==> src/rtl/bbtron_pkg.sv <==
// rtl/bbtron_pkg.sv - shared state, opcode and aluOp encodings for the sequencer
// Purpose : common types and constants imported by the cpu_sequencer slice.
// Contents: state_t encoding, opcode limits, mul/div/rem aluOp codes,
//           is_muldiv() helper.
package bbtron_pkg;

  typedef enum logic [2:0] {
    ST_FETCH   = 3'd0,
    ST_DECODE  = 3'd1,
    ST_EXEC    = 3'd2,
    ST_MEM     = 3'd3,
    ST_WB      = 3'd4,
    ST_WAIT_IN = 3'd5,
    ST_HALT    = 3'd6
  } state_t;

  localparam logic [5:0] OP_RESET = 6'b011001;
  // Highest defined opcode; anything above it is illegal.
  localparam logic [5:0] OP_LAST  = OP_RESET;

  localparam logic [3:0] ALU_MUL = 4'b1100;
  localparam logic [3:0] ALU_DIV = 4'b1101;
  localparam logic [3:0] ALU_REM = 4'b1110;

  function automatic logic is_muldiv(input logic [3:0] alu_op);
    return (alu_op == ALU_MUL) || (alu_op == ALU_DIV) || (alu_op == ALU_REM);
  endfunction

endpackage

==> src/rtl/seq_stall_counter.sv <==
// rtl/seq_stall_counter.sv - loadable 4-bit down-counter with zero flag
// Purpose : holds the EXEC wait-state count for multi-cycle ALU ops.
// Ports   : clk, rst_n (async, active-low)
//           i_load / i_load_val : load a new count (load wins over decrement)
//           i_dec               : decrement, stops at zero
//           o_zero              : count is zero
module seq_stall_counter (
  input  logic       clk,
  input  logic       rst_n,
  input  logic       i_load,
  input  logic [3:0] i_load_val,
  input  logic       i_dec,
  output logic       o_zero
);

  logic [3:0] r_cnt;

  always_ff @(posedge clk or negedge rst_n) begin
    if (!rst_n) begin
      r_cnt <= 4'd0;
    end else if (i_load) begin
      r_cnt <= i_load_val;
    end else if (i_dec && (r_cnt != 4'd0)) begin
      r_cnt <= r_cnt - 4'd1;
    end
  end

  assign o_zero = (r_cnt == 4'd0);

endmodule

==> src/rtl/cpu_sequencer.sv <==
// rtl/cpu_sequencer.sv - multi-cycle instruction sequencer producing datapath phase strobes
// Purpose : FETCH/DECODE/EXEC/MEM/WB/WAIT_IN/HALT sequencing from decoded control levels.
// Inputs  : clk, rst_n (async, active-low), opcode, cu_* decoded levels,
//           in_valid / resume one-cycle pulses.
// Outputs : ir_load, pc_en, pc_clr, reg_we, dmem_re, dmem_we, in_ack, disp_load,
//           sys_rst strobes; halted level; sticky illegal; state; saturating retired.
module cpu_sequencer
  import bbtron_pkg::*;
#(
  parameter int MULDIV_LAT = 4,
  parameter int CNT_W      = 16
) (
  input  logic             clk,
  input  logic             rst_n,
  input  logic [5:0]       opcode,
  input  logic [3:0]       cu_aluOp,
  input  logic             cu_writeReg,
  input  logic             cu_readEnable,
  input  logic             cu_writeEnable,
  input  logic             cu_Branch,
  input  logic             cu_Jump,
  input  logic             cu_inSignal,
  input  logic             cu_showDisplay,
  input  logic             cu_hlt,
  input  logic             cu_reset,
  input  logic             in_valid,
  input  logic             resume,
  output logic             ir_load,
  output logic             pc_en,
  output logic             pc_clr,
  output logic             reg_we,
  output logic             dmem_re,
  output logic             dmem_we,
  output logic             in_ack,
  output logic             disp_load,
  output logic             sys_rst,
  output logic             halted,
  output logic             illegal,
  output logic [2:0]       state,
  output logic [CNT_W-1:0] retired
);

  localparam logic [3:0] LAT = 4'(MULDIV_LAT);

  state_t           r_state;
  state_t           w_next;
  logic             r_illegal;
  logic [CNT_W-1:0] r_retired;

  logic w_ir_load, w_pc_en, w_pc_clr, w_reg_we, w_dmem_re, w_dmem_we;
  logic w_in_ack, w_disp_load, w_sys_rst, w_set_illegal;
  logic w_cnt_load, w_cnt_dec, w_cnt_zero;
  logic [3:0] w_cnt_val;

  seq_stall_counter u_stall (
    .clk        (clk),
    .rst_n      (rst_n),
    .i_load     (w_cnt_load),
    .i_load_val (w_cnt_val),
    .i_dec      (w_cnt_dec),
    .o_zero     (w_cnt_zero)
  );

  always_ff @(posedge clk or negedge rst_n) begin
    if (!rst_n) begin
      r_state <= ST_FETCH;
    end else begin
      r_state <= w_next;
    end
  end

  always_comb begin
    w_next        = r_state;
    w_ir_load     = 1'b0;
    w_pc_en       = 1'b0;
    w_pc_clr      = 1'b0;
    w_reg_we      = 1'b0;
    w_dmem_re     = 1'b0;
    w_dmem_we     = 1'b0;
    w_in_ack      = 1'b0;
    w_disp_load   = 1'b0;
    w_sys_rst     = 1'b0;
    w_set_illegal = 1'b0;
    w_cnt_load    = 1'b0;
    w_cnt_val     = 4'd0;
    w_cnt_dec     = 1'b0;

    unique case (r_state)
      ST_FETCH: begin
        w_ir_load = 1'b1;
        w_next    = ST_DECODE;
      end
      ST_DECODE: begin
        if (opcode > OP_LAST) begin
          w_set_illegal = 1'b1;
          w_next        = ST_HALT;
        end else if (cu_reset) begin
          w_sys_rst = 1'b1;
          w_pc_clr  = 1'b1;
          w_next    = ST_FETCH;
        end else if (cu_hlt) begin
          w_next = ST_HALT;
        end else if (cu_inSignal) begin
          w_next = ST_WAIT_IN;
        end else begin
          w_cnt_load = 1'b1;
          w_cnt_val  = is_muldiv(cu_aluOp) ? LAT : 4'd0;
          w_next     = ST_EXEC;
        end
      end
      ST_EXEC: begin
        if (!w_cnt_zero) begin
          w_cnt_dec = 1'b1;
        end else if (cu_Jump || cu_Branch) begin
          // Tested first: memory enables are don't-care for control-flow opcodes.
          w_pc_en = 1'b1;
          w_next  = ST_FETCH;
        end else if (cu_readEnable || cu_writeEnable) begin
          w_next = ST_MEM;
        end else if (cu_showDisplay) begin
          w_disp_load = 1'b1;
          w_pc_en     = 1'b1;
          w_next      = ST_FETCH;
        end else begin
          w_next = ST_WB;
        end
      end
      ST_MEM: begin
        w_dmem_re = cu_readEnable;
        w_dmem_we = cu_writeEnable;
        if (cu_readEnable) begin
          w_next = ST_WB;
        end else begin
          w_pc_en = 1'b1;
          w_next  = ST_FETCH;
        end
      end
      ST_WB: begin
        w_reg_we = cu_writeReg;
        w_pc_en  = 1'b1;
        w_next   = ST_FETCH;
      end
      ST_WAIT_IN: begin
        if (in_valid) begin
          w_in_ack = 1'b1;
          w_next   = ST_WB;
        end
      end
      ST_HALT: begin
        if (resume) begin
          w_pc_en = 1'b1;
          w_next  = ST_FETCH;
        end
      end
      default: begin
        w_next = ST_FETCH;
      end
    endcase
  end

  always_ff @(posedge clk or negedge rst_n) begin
    if (!rst_n) begin
      r_illegal <= 1'b0;
    end else if (w_set_illegal) begin
      r_illegal <= 1'b1;
    end
  end

  always_ff @(posedge clk or negedge rst_n) begin
    if (!rst_n) begin
      r_retired <= '0;
    end else if (w_sys_rst) begin
      r_retired <= '0;
    end else if (w_pc_en && !(&r_retired)) begin
      r_retired <= r_retired + {{(CNT_W-1){1'b0}}, 1'b1};
    end
  end

  // Gating with rst_n keeps the FETCH decode (ir_load) quiet while reset is held.
  assign ir_load   = w_ir_load   & rst_n;
  assign pc_en     = w_pc_en     & rst_n;
  assign pc_clr    = w_pc_clr    & rst_n;
  assign reg_we    = w_reg_we    & rst_n;
  assign dmem_re   = w_dmem_re   & rst_n;
  assign dmem_we   = w_dmem_we   & rst_n;
  assign in_ack    = w_in_ack    & rst_n;
  assign disp_load = w_disp_load & rst_n;
  assign sys_rst   = w_sys_rst   & rst_n;
  assign halted    = (r_state == ST_HALT) & rst_n;
  assign illegal   = r_illegal;
  assign state     = r_state;
  assign retired   = r_retired;

endmodule

==> config.mk <==
export PLATFORM = sky130hd
export DESIGN_NAME = cpu_sequencer
export DESIGN_NICKNAME = d
export VERILOG_FILES = /design/src/rtl/bbtron_pkg.sv /design/src/rtl/seq_stall_counter.sv /design/src/rtl/cpu_sequencer.sv
export SDC_FILE = /design/constraint.sdc
export NUM_CORES = 1
export LEC_CHECK = 0
export ABC_AREA = 1
export ABC_CLOCK_PERIOD_IN_PS = 2600
export BUFFER_PORTS_ARGS = -buffer_cell sky130_fd_sc_hd__buf_2
export CORE_UTILIZATION = 45
export CTS_CLUSTER_DIAMETER = 80
export DETAILED_ROUTE_END_ITERATION = 12
export GPL_ROUTABILITY_DRIVEN = 0
export PLACE_DENSITY = 0.71
export RECOVER_POWER = 50
export REMOVE_ABC_BUFFERS = 1
export SLEW_MARGIN = 20
export SYNTH_ARGS = -nofsm -noshare
export SYNTH_HDL_FRONTEND = slang
export SYNTH_SLANG_ARGS = --single-unit
==> constraint.sdc <==
create_clock -name clk -period 2.6 [get_ports clk]
set_input_delay 0.13 -clock clk [delete_from_list [all_inputs] [get_ports clk]]
set_output_delay 0.13 -clock clk [all_outputs]
set_load 0.01 [all_outputs]
# == Word level (Yosys, flattened, before mapping) ==
# Index checks and enable logic that the tools add are counted.
# totals
elab_cells,92
out_inout_bits,30
register_bits,24
input_bits,23
# op_classes
n_reduce_logical,14
n_lt_le_gt_ge,1
n_eq_ne,12
bitwise_logic,9
muxes,50
n_addsub,2
# ops
op,count
two-way mux 3 bit,17
two-way mux 16 bit,2
two-way mux 1 bit,27
one-hot mux 3 bit (6 select lines),1
"adder 16 x 1 -> 16 bit, second input constant",1
AND reduction 16 bit,1
"== test 4 bit, second input constant",3
bitwise AND 1 bit,9
"== test 3 bit, second input constant",3
two-way mux 4 bit,2
"== test 3 x 2 -> 1 bit, second input constant",2
"greater-than comparator 6 x 5 -> 1 bit, second input constant",1
"inequality test 2 bit, second input constant",3
zero test 4 bit,1
logical OR 1 bit,4
one-hot mux 1 bit (4 select lines),1
nonzero test 2 bit,2
nonzero test 4 bit,1
"subtractor 4 x 1 -> 4 bit, second input constant",1
"== test 3 x 1 -> 1 bit, second input constant",1
zero test 3 bit,1
AND reduction 3 bit,1
logical AND 1 bit,2
zero test 1 bit,1

# == Depth between registers and ports, before layout ==
# logic_depth
depth_word,10
mapped_depth,11
mapped_depth_nobuf,10

# == Hierarchy ==
# From an unflattened synthesis, not the netlist that was laid out.
# hier_totals
hier_cells,286
area_unflattened_um2,1844.3
# by_module_without_submodules
module,seq_area_each_um2,n_inst,area_per_inst_um2,cells_per_inst
cpu_sequencer,500.5,1,1549.0,240
seq_stall_counter,100.1,1,295.3,46

# == Least setup slack after synthesis ==
# No wires, ideal clock.
# synth_timing
path_kind,reg-to-output
from,"register r_state[1], in the netlist state[1]"
to,output sys_rst
t_required_ns,2.470
path_buffers,2
path_slack_ns,1.023
path_stages_with_launch,8
t_arrival_ns,1.447
path_cell_list,dfrtp_1 -> inv_2 -> nand3_1 -> nor2_1 -> nand2_1 -> buf_2 -> nor2_1 -> buf_4
# synth_via
elab_chain_cells,3
# synth_rtl
element,line_no,source
"start, declared",cpu_sequencer.sv:45,state_t r_state;
"start signal, assigned",cpu_sequencer.sv:68,r_state <= w_next;
== test 3 x 1 -> 1 bit,--,
two-way mux 1 bit,--,
bitwise AND 1 bit,--,
"end, declared",cpu_sequencer.sv:36,"output logic sys_rst,"
# No other way between the ends.

# == Final worst setup path ==
# layout_timing
from,"register r_state[2], in the netlist state[2]"
to,output pc_clr
# layout_via
elab_chain_cells,3
# layout_rtl
element,line_no,source
== test 3 x 1 -> 1 bit,cpu_sequencer.sv:88,unique case (r_state)
two-way mux 1 bit,cpu_sequencer.sv:88,
bitwise AND 1 bit,cpu_sequencer.sv:182,assign pc_clr = w_pc_clr & rst_n;
"end, declared",cpu_sequencer.sv:30,"output logic pc_clr,"
# No other way between the ends.

==> reports/qor.txt <==
OUTCOME
----------------------------------------------------------------------------------------------------
Status ................................................................................ finished clean

DIE
----------------------------------------------------------------------------------------------------
Number of placement rows ..............................................................           22
IO Pins ...............................................................................           53
Die outline area ......................................................................     4210 µm²
Overall die width .....................................................................      64.9 µm
Chip Height ...........................................................................      64.9 µm
Starting Density ......................................................................        47.9%
Core area .............................................................................     3720 µm²

WORST HOLD PATH
----------------------------------------------------------------------------------------------------
Worst hold path cell count ............................................................            3
Hold Startpoint .......................................................................  cu_aluOp[3]
Type of the worst min-delay path ......................................................       in2reg
Worst hold path endpoint .............................................................. u_stall.r_cnt[2]

CRITICAL PATH
----------------------------------------------------------------------------------------------------
Cell-by-cell listing of the critical path ............................................. inv_2 -> nand3_1 -> nor2_1 -> nand2_1 -> nor2_1 -> buf_2
Element type at the critical path end ................................................. primary output
Critical path start-end classification ................................................      reg2out
Reg-to-reg critical path startpoint ...................................................   retired[0]
Endpoint of the lowest-slack register-to-register path ................................   retired[1]
Worst setup startpoint ................................................................     state[2]
Crit path max fanout ..................................................................           18
Category of the worst setup path launch point .........................................    flip-flop
Combined buffer and inverter count along the critical path ............................            2
Depth of the worst register-to-register path ..........................................           10
Worst path arrival time ...............................................................      1870 ps
Top cell by count, worst path ......................................................... sky130_fd_sc_hd__nor2_1
Highest-delay cell along the critical path ............................................ sky130_fd_sc_hd__dfrtp_1
Flop-to-flop setup slack ..............................................................       950 ps
Kind of cell adding the most delay to the critical path ............................... simple AND/OR/NAND/NOR gates
Required time of the critical path ....................................................      2470 ps
Critical Path Max Stage Delay .........................................................       470 ps

GLOBAL ROUTING
----------------------------------------------------------------------------------------------------
Initial antenna violation count .......................................................            0
Vias in the first global route ........................................................         1724
Leftover overflow at the end of global routing ........................................            0
First-pass GRT wire length ............................................................      7410 µm
Maximum number of pins on one net before global-route repair ..........................           28
Total GRT Usage .......................................................................        22.5%

DRT
----------------------------------------------------------------------------------------------------
Total wirelength of the detailed-routed design ........................................      4040 µm
Average detailed-routed wire length per instance ......................................      10.9 µm
Detail-routed via count per cell ......................................................         4.97
First-iteration detailed-routing DRC count ............................................           82
Drt pass-1 iters ......................................................................            4
Vias after detailed routing ...........................................................         1839
Number of nets with antenna violations after detailed routing .........................            0
Total DRC errors in the routed layout .................................................            0

SYNTHESIS
----------------------------------------------------------------------------------------------------
Warning count from the yosys run ......................................................            0
Cell types with the largest area share after synthesis ................................ sky130_fd_sc_hd__dfrtp_1, sky130_fd_sc_hd__nand2_1, sky130_fd_sc_hd__nand3_1, sky130_fd_sc_hd__nor2_1, sky130_fd_sc_hd__inv_1
Largest family of logic cells by synthesized area ..................................... simple AND/OR/NAND/NOR gates
Simple-gate share of the synthesized area .............................................        48.1%
Number of distinct standard cells referenced by the synthesized netlist ...............           25
Post-synthesis sequential area ratio ..................................................        33.7%
Number of register bits inferred by synthesis .........................................           24
Multiplexer area fraction after synthesis .............................................           0%
Post-synthesis compound-gate area fraction ............................................        2.11%
Post-Synth XOR/XNOR Area ..............................................................        3.94%
Synthesized area per cell .............................................................     6.62 µm²
Most area-hungry cell type in the Yosys netlist ....................................... sky130_fd_sc_hd__dfrtp_1
Area share of the largest cell type after synthesis ...................................        33.7%
Cell area after synthesis .............................................................     1780 µm²
Synthesized-area fraction occupied by adder cells .....................................        2.11%
Synth Instances .......................................................................          269

CLOCK TREE
----------------------------------------------------------------------------------------------------
Clock insertion delay at the later pin of the skew report .............................       270 ps
H-tree level count ....................................................................            1
TritonCTS clock tree ..................................................................         done
Clock-pin slew reported for the worst setup and hold paths after clock tree synthesis .        80 ps
Cell at the root of the clock tree .................................................... sky130_fd_sc_hd__clkbuf_8
Total clock sinks .....................................................................           24
Buffer levels on the longest clock path ...............................................            2
Post-CTS sizing .......................................................................            0
Total CTS buffers .....................................................................            3

PLACEMENT
----------------------------------------------------------------------------------------------------
Detail Placement HPWL .................................................................      3070 µm
Minimum setup slack after placement ...................................................       906 ps
Count of buffers from port buffering ..................................................           51

TIMING
----------------------------------------------------------------------------------------------------
Setup TNS Final .......................................................................         0 ps
Setup repair after global routing missed its margin ...................................        false
Count of final max-slew check failures ................................................            0
Post-layout min period ................................................................      2000 ps
Share of the clock period used by the worst path ......................................        76.9%
Final setup violation count ...........................................................            0
Count of endpoints failing hold in the final timing report ............................            0
Worst-margin pin slew .................................................................       672 ps
Timing-limited maximum frequency ......................................................      500 MHz
Rel. slew slack .......................................................................        55.1%
Final critical-path setup slack .......................................................       600 ps
Clock Skews ...........................................................................      3.38 ps

CELLS AND AREA
----------------------------------------------------------------------------------------------------
Area growth from synthesis to layout ..................................................        19.6%
Filler Cell Count .....................................................................          401
Nets ..................................................................................          349
Antenna fix cells .....................................................................            0
Share of post-route cells with drive strength above 1 .................................        18.6%

POWER
----------------------------------------------------------------------------------------------------
Worst vdd rail ir drop ................................................................       549 µV
Cell leakage power ....................................................................      1.15 nW
Power per unit of standard cell area ..................................................   722 nW/µm²

JOB
----------------------------------------------------------------------------------------------------
Maximum Capacitance Violations ........................................................            0

[routing by layer]
layer | routed length [µm] | GRT usage (%) | share of wire (%)
met1 | 2040 | 31.4 | 51
met2 | 1780 | 35.4 | 44
met3 | 163 | 2.64 | 4.0
met4 | 53 | 8.06 | 1.3
met5 | 0 | 0 | 0
[worst register-to-register path: stages (launching register included)]
cell                      delay (ps)
sky130_fd_sc_hd__dfrtp_1         430
sky130_fd_sc_hd__ha_1            230
sky130_fd_sc_hd__nand2_2          90
sky130_fd_sc_hd__nor2_4          160
sky130_fd_sc_hd__nand2_4          80
sky130_fd_sc_hd__nor2_4          120
sky130_fd_sc_hd__inv_4            70
sky130_fd_sc_hd__nand2_8         130
sky130_fd_sc_hd__inv_4           100
sky130_fd_sc_hd__nand2_1          80
sky130_fd_sc_hd__nand2_1          50
[layout by cell type, fill, tap and decap left out, types with 3 or more instances in the layout]
cell	instances
sky130_fd_sc_hd__clkbuf_1	16
sky130_fd_sc_hd__ha_1	3
sky130_fd_sc_hd__o21ai_0	4
sky130_fd_sc_hd__dfrtp_1	24
sky130_fd_sc_hd__nand2_1	76
sky130_fd_sc_hd__inv_2	4
sky130_fd_sc_hd__xor2_1	7
sky130_fd_sc_hd__nand4_1	11
sky130_fd_sc_hd__nor2_1	43
sky130_fd_sc_hd__buf_2	35
sky130_fd_sc_hd__nor3_1	3
sky130_fd_sc_hd__nand2_2	7
sky130_fd_sc_hd__inv_1	31
sky130_fd_sc_hd__clkbuf_8	3
sky130_fd_sc_hd__nand3_1	37
sky130_fd_sc_hd__nor2_4	3
[per-stage QoR]
| stage | instance area (µm²) | hold WS, ps | instances | util [%] | power (mW) |
|---|---|---|---|---|---|
| after floorplan | 1750 | -166 | 265 | - | 1.02 |
| after global placement | 2070 | 163 | 365 | 55.7 | 1.21 |
| after detailed placement | 2070 | 169 | 365 | 55.7 | 1.23 |
| after CTS | 2150 | 111 | 370 | 57.8 | 1.56 |
| after global routing | 2130 | 126 | 370 | 57.3 | 1.67 |
| final | 2130 | 112 | 370 | 57.3 | 1.54 |
[cell usage after synthesis]
master	number
sky130_fd_sc_hd__nand2_1	76
sky130_fd_sc_hd__nor2_1	43
sky130_fd_sc_hd__nand3_1	37
sky130_fd_sc_hd__inv_1	31
sky130_fd_sc_hd__dfrtp_1	24
sky130_fd_sc_hd__nand4_1	11
sky130_fd_sc_hd__nand2_2	7
sky130_fd_sc_hd__xor2_1	7
sky130_fd_sc_hd__inv_2	4
sky130_fd_sc_hd__o21ai_0	4
sky130_fd_sc_hd__ha_1	3
sky130_fd_sc_hd__nor2_4	3
sky130_fd_sc_hd__nor3_1	3
sky130_fd_sc_hd__a21oi_1	2
sky130_fd_sc_hd__buf_6	2
sky130_fd_sc_hd__inv_4	2
sky130_fd_sc_hd__nand2_4	2
sky130_fd_sc_hd__buf_2	1
sky130_fd_sc_hd__buf_4	1
sky130_fd_sc_hd__nand2_8	1
sky130_fd_sc_hd__nand3b_1	1
sky130_fd_sc_hd__nor2_2	1
sky130_fd_sc_hd__nor4_1	1
sky130_fd_sc_hd__o211ai_1	1
sky130_fd_sc_hd__xnor2_1	1
[power breakdown]
group	switching, mW	internal [mW]
Combinational	0.446	0.220
Sequential	0.0900	0.453
Clock	0.123	0.206
Total	0.660	0.879
[logic make-up (layout without fill, tap and decap cells)]
kind of cell / count (synthesis) / count (layout)
buffers and inverters: 41 / 94
AND/OR/NAND/NOR: 186 / 186
adder cells (fa/ha/maj): 3 / 3
AO/OA/AOI/OAI: 7 / 7
XOR/XNOR: 8 / 8
flip-flops: 24 / 24
[sequential cells by signal (all words and copies together) (netlist names)]
register       flops
retired           16
u_stall.r_cnt      4
state              3
illegal            1
[timing repair]
action | in CTS | in global routing
endpoints found under the hold margin | 24 | 0
setup endpoints to repair | 0 | 0
setup buffers | 0 | 0
hold buffers | 1 | 0
[area by class of cell]
class	instances	area [µm²]	area share (%)
clock buffers	3	41.3	1.94
clock inverters	1	30.0	1.41
inverters	37	144	6.76
multi-input cells	204	1000	47.0
flip-flops and latches	24	601	28.2
well taps	48	60.1	2.82
repair buffers	53	253	11.9
[worst max path at each step]
stage                     cells past startpoint  slack [ps]     endpoint
after floorplan                              10        1100  retired[15]
after global placement                        6         930      sys_rst
after detailed placement                      6         910       pc_clr
after CTS                                     6         590       pc_clr
after global routing                          6         320       pc_clr
final                                         6         600       pc_clr
Note: power is estimated with default switching activity, not from simulation.
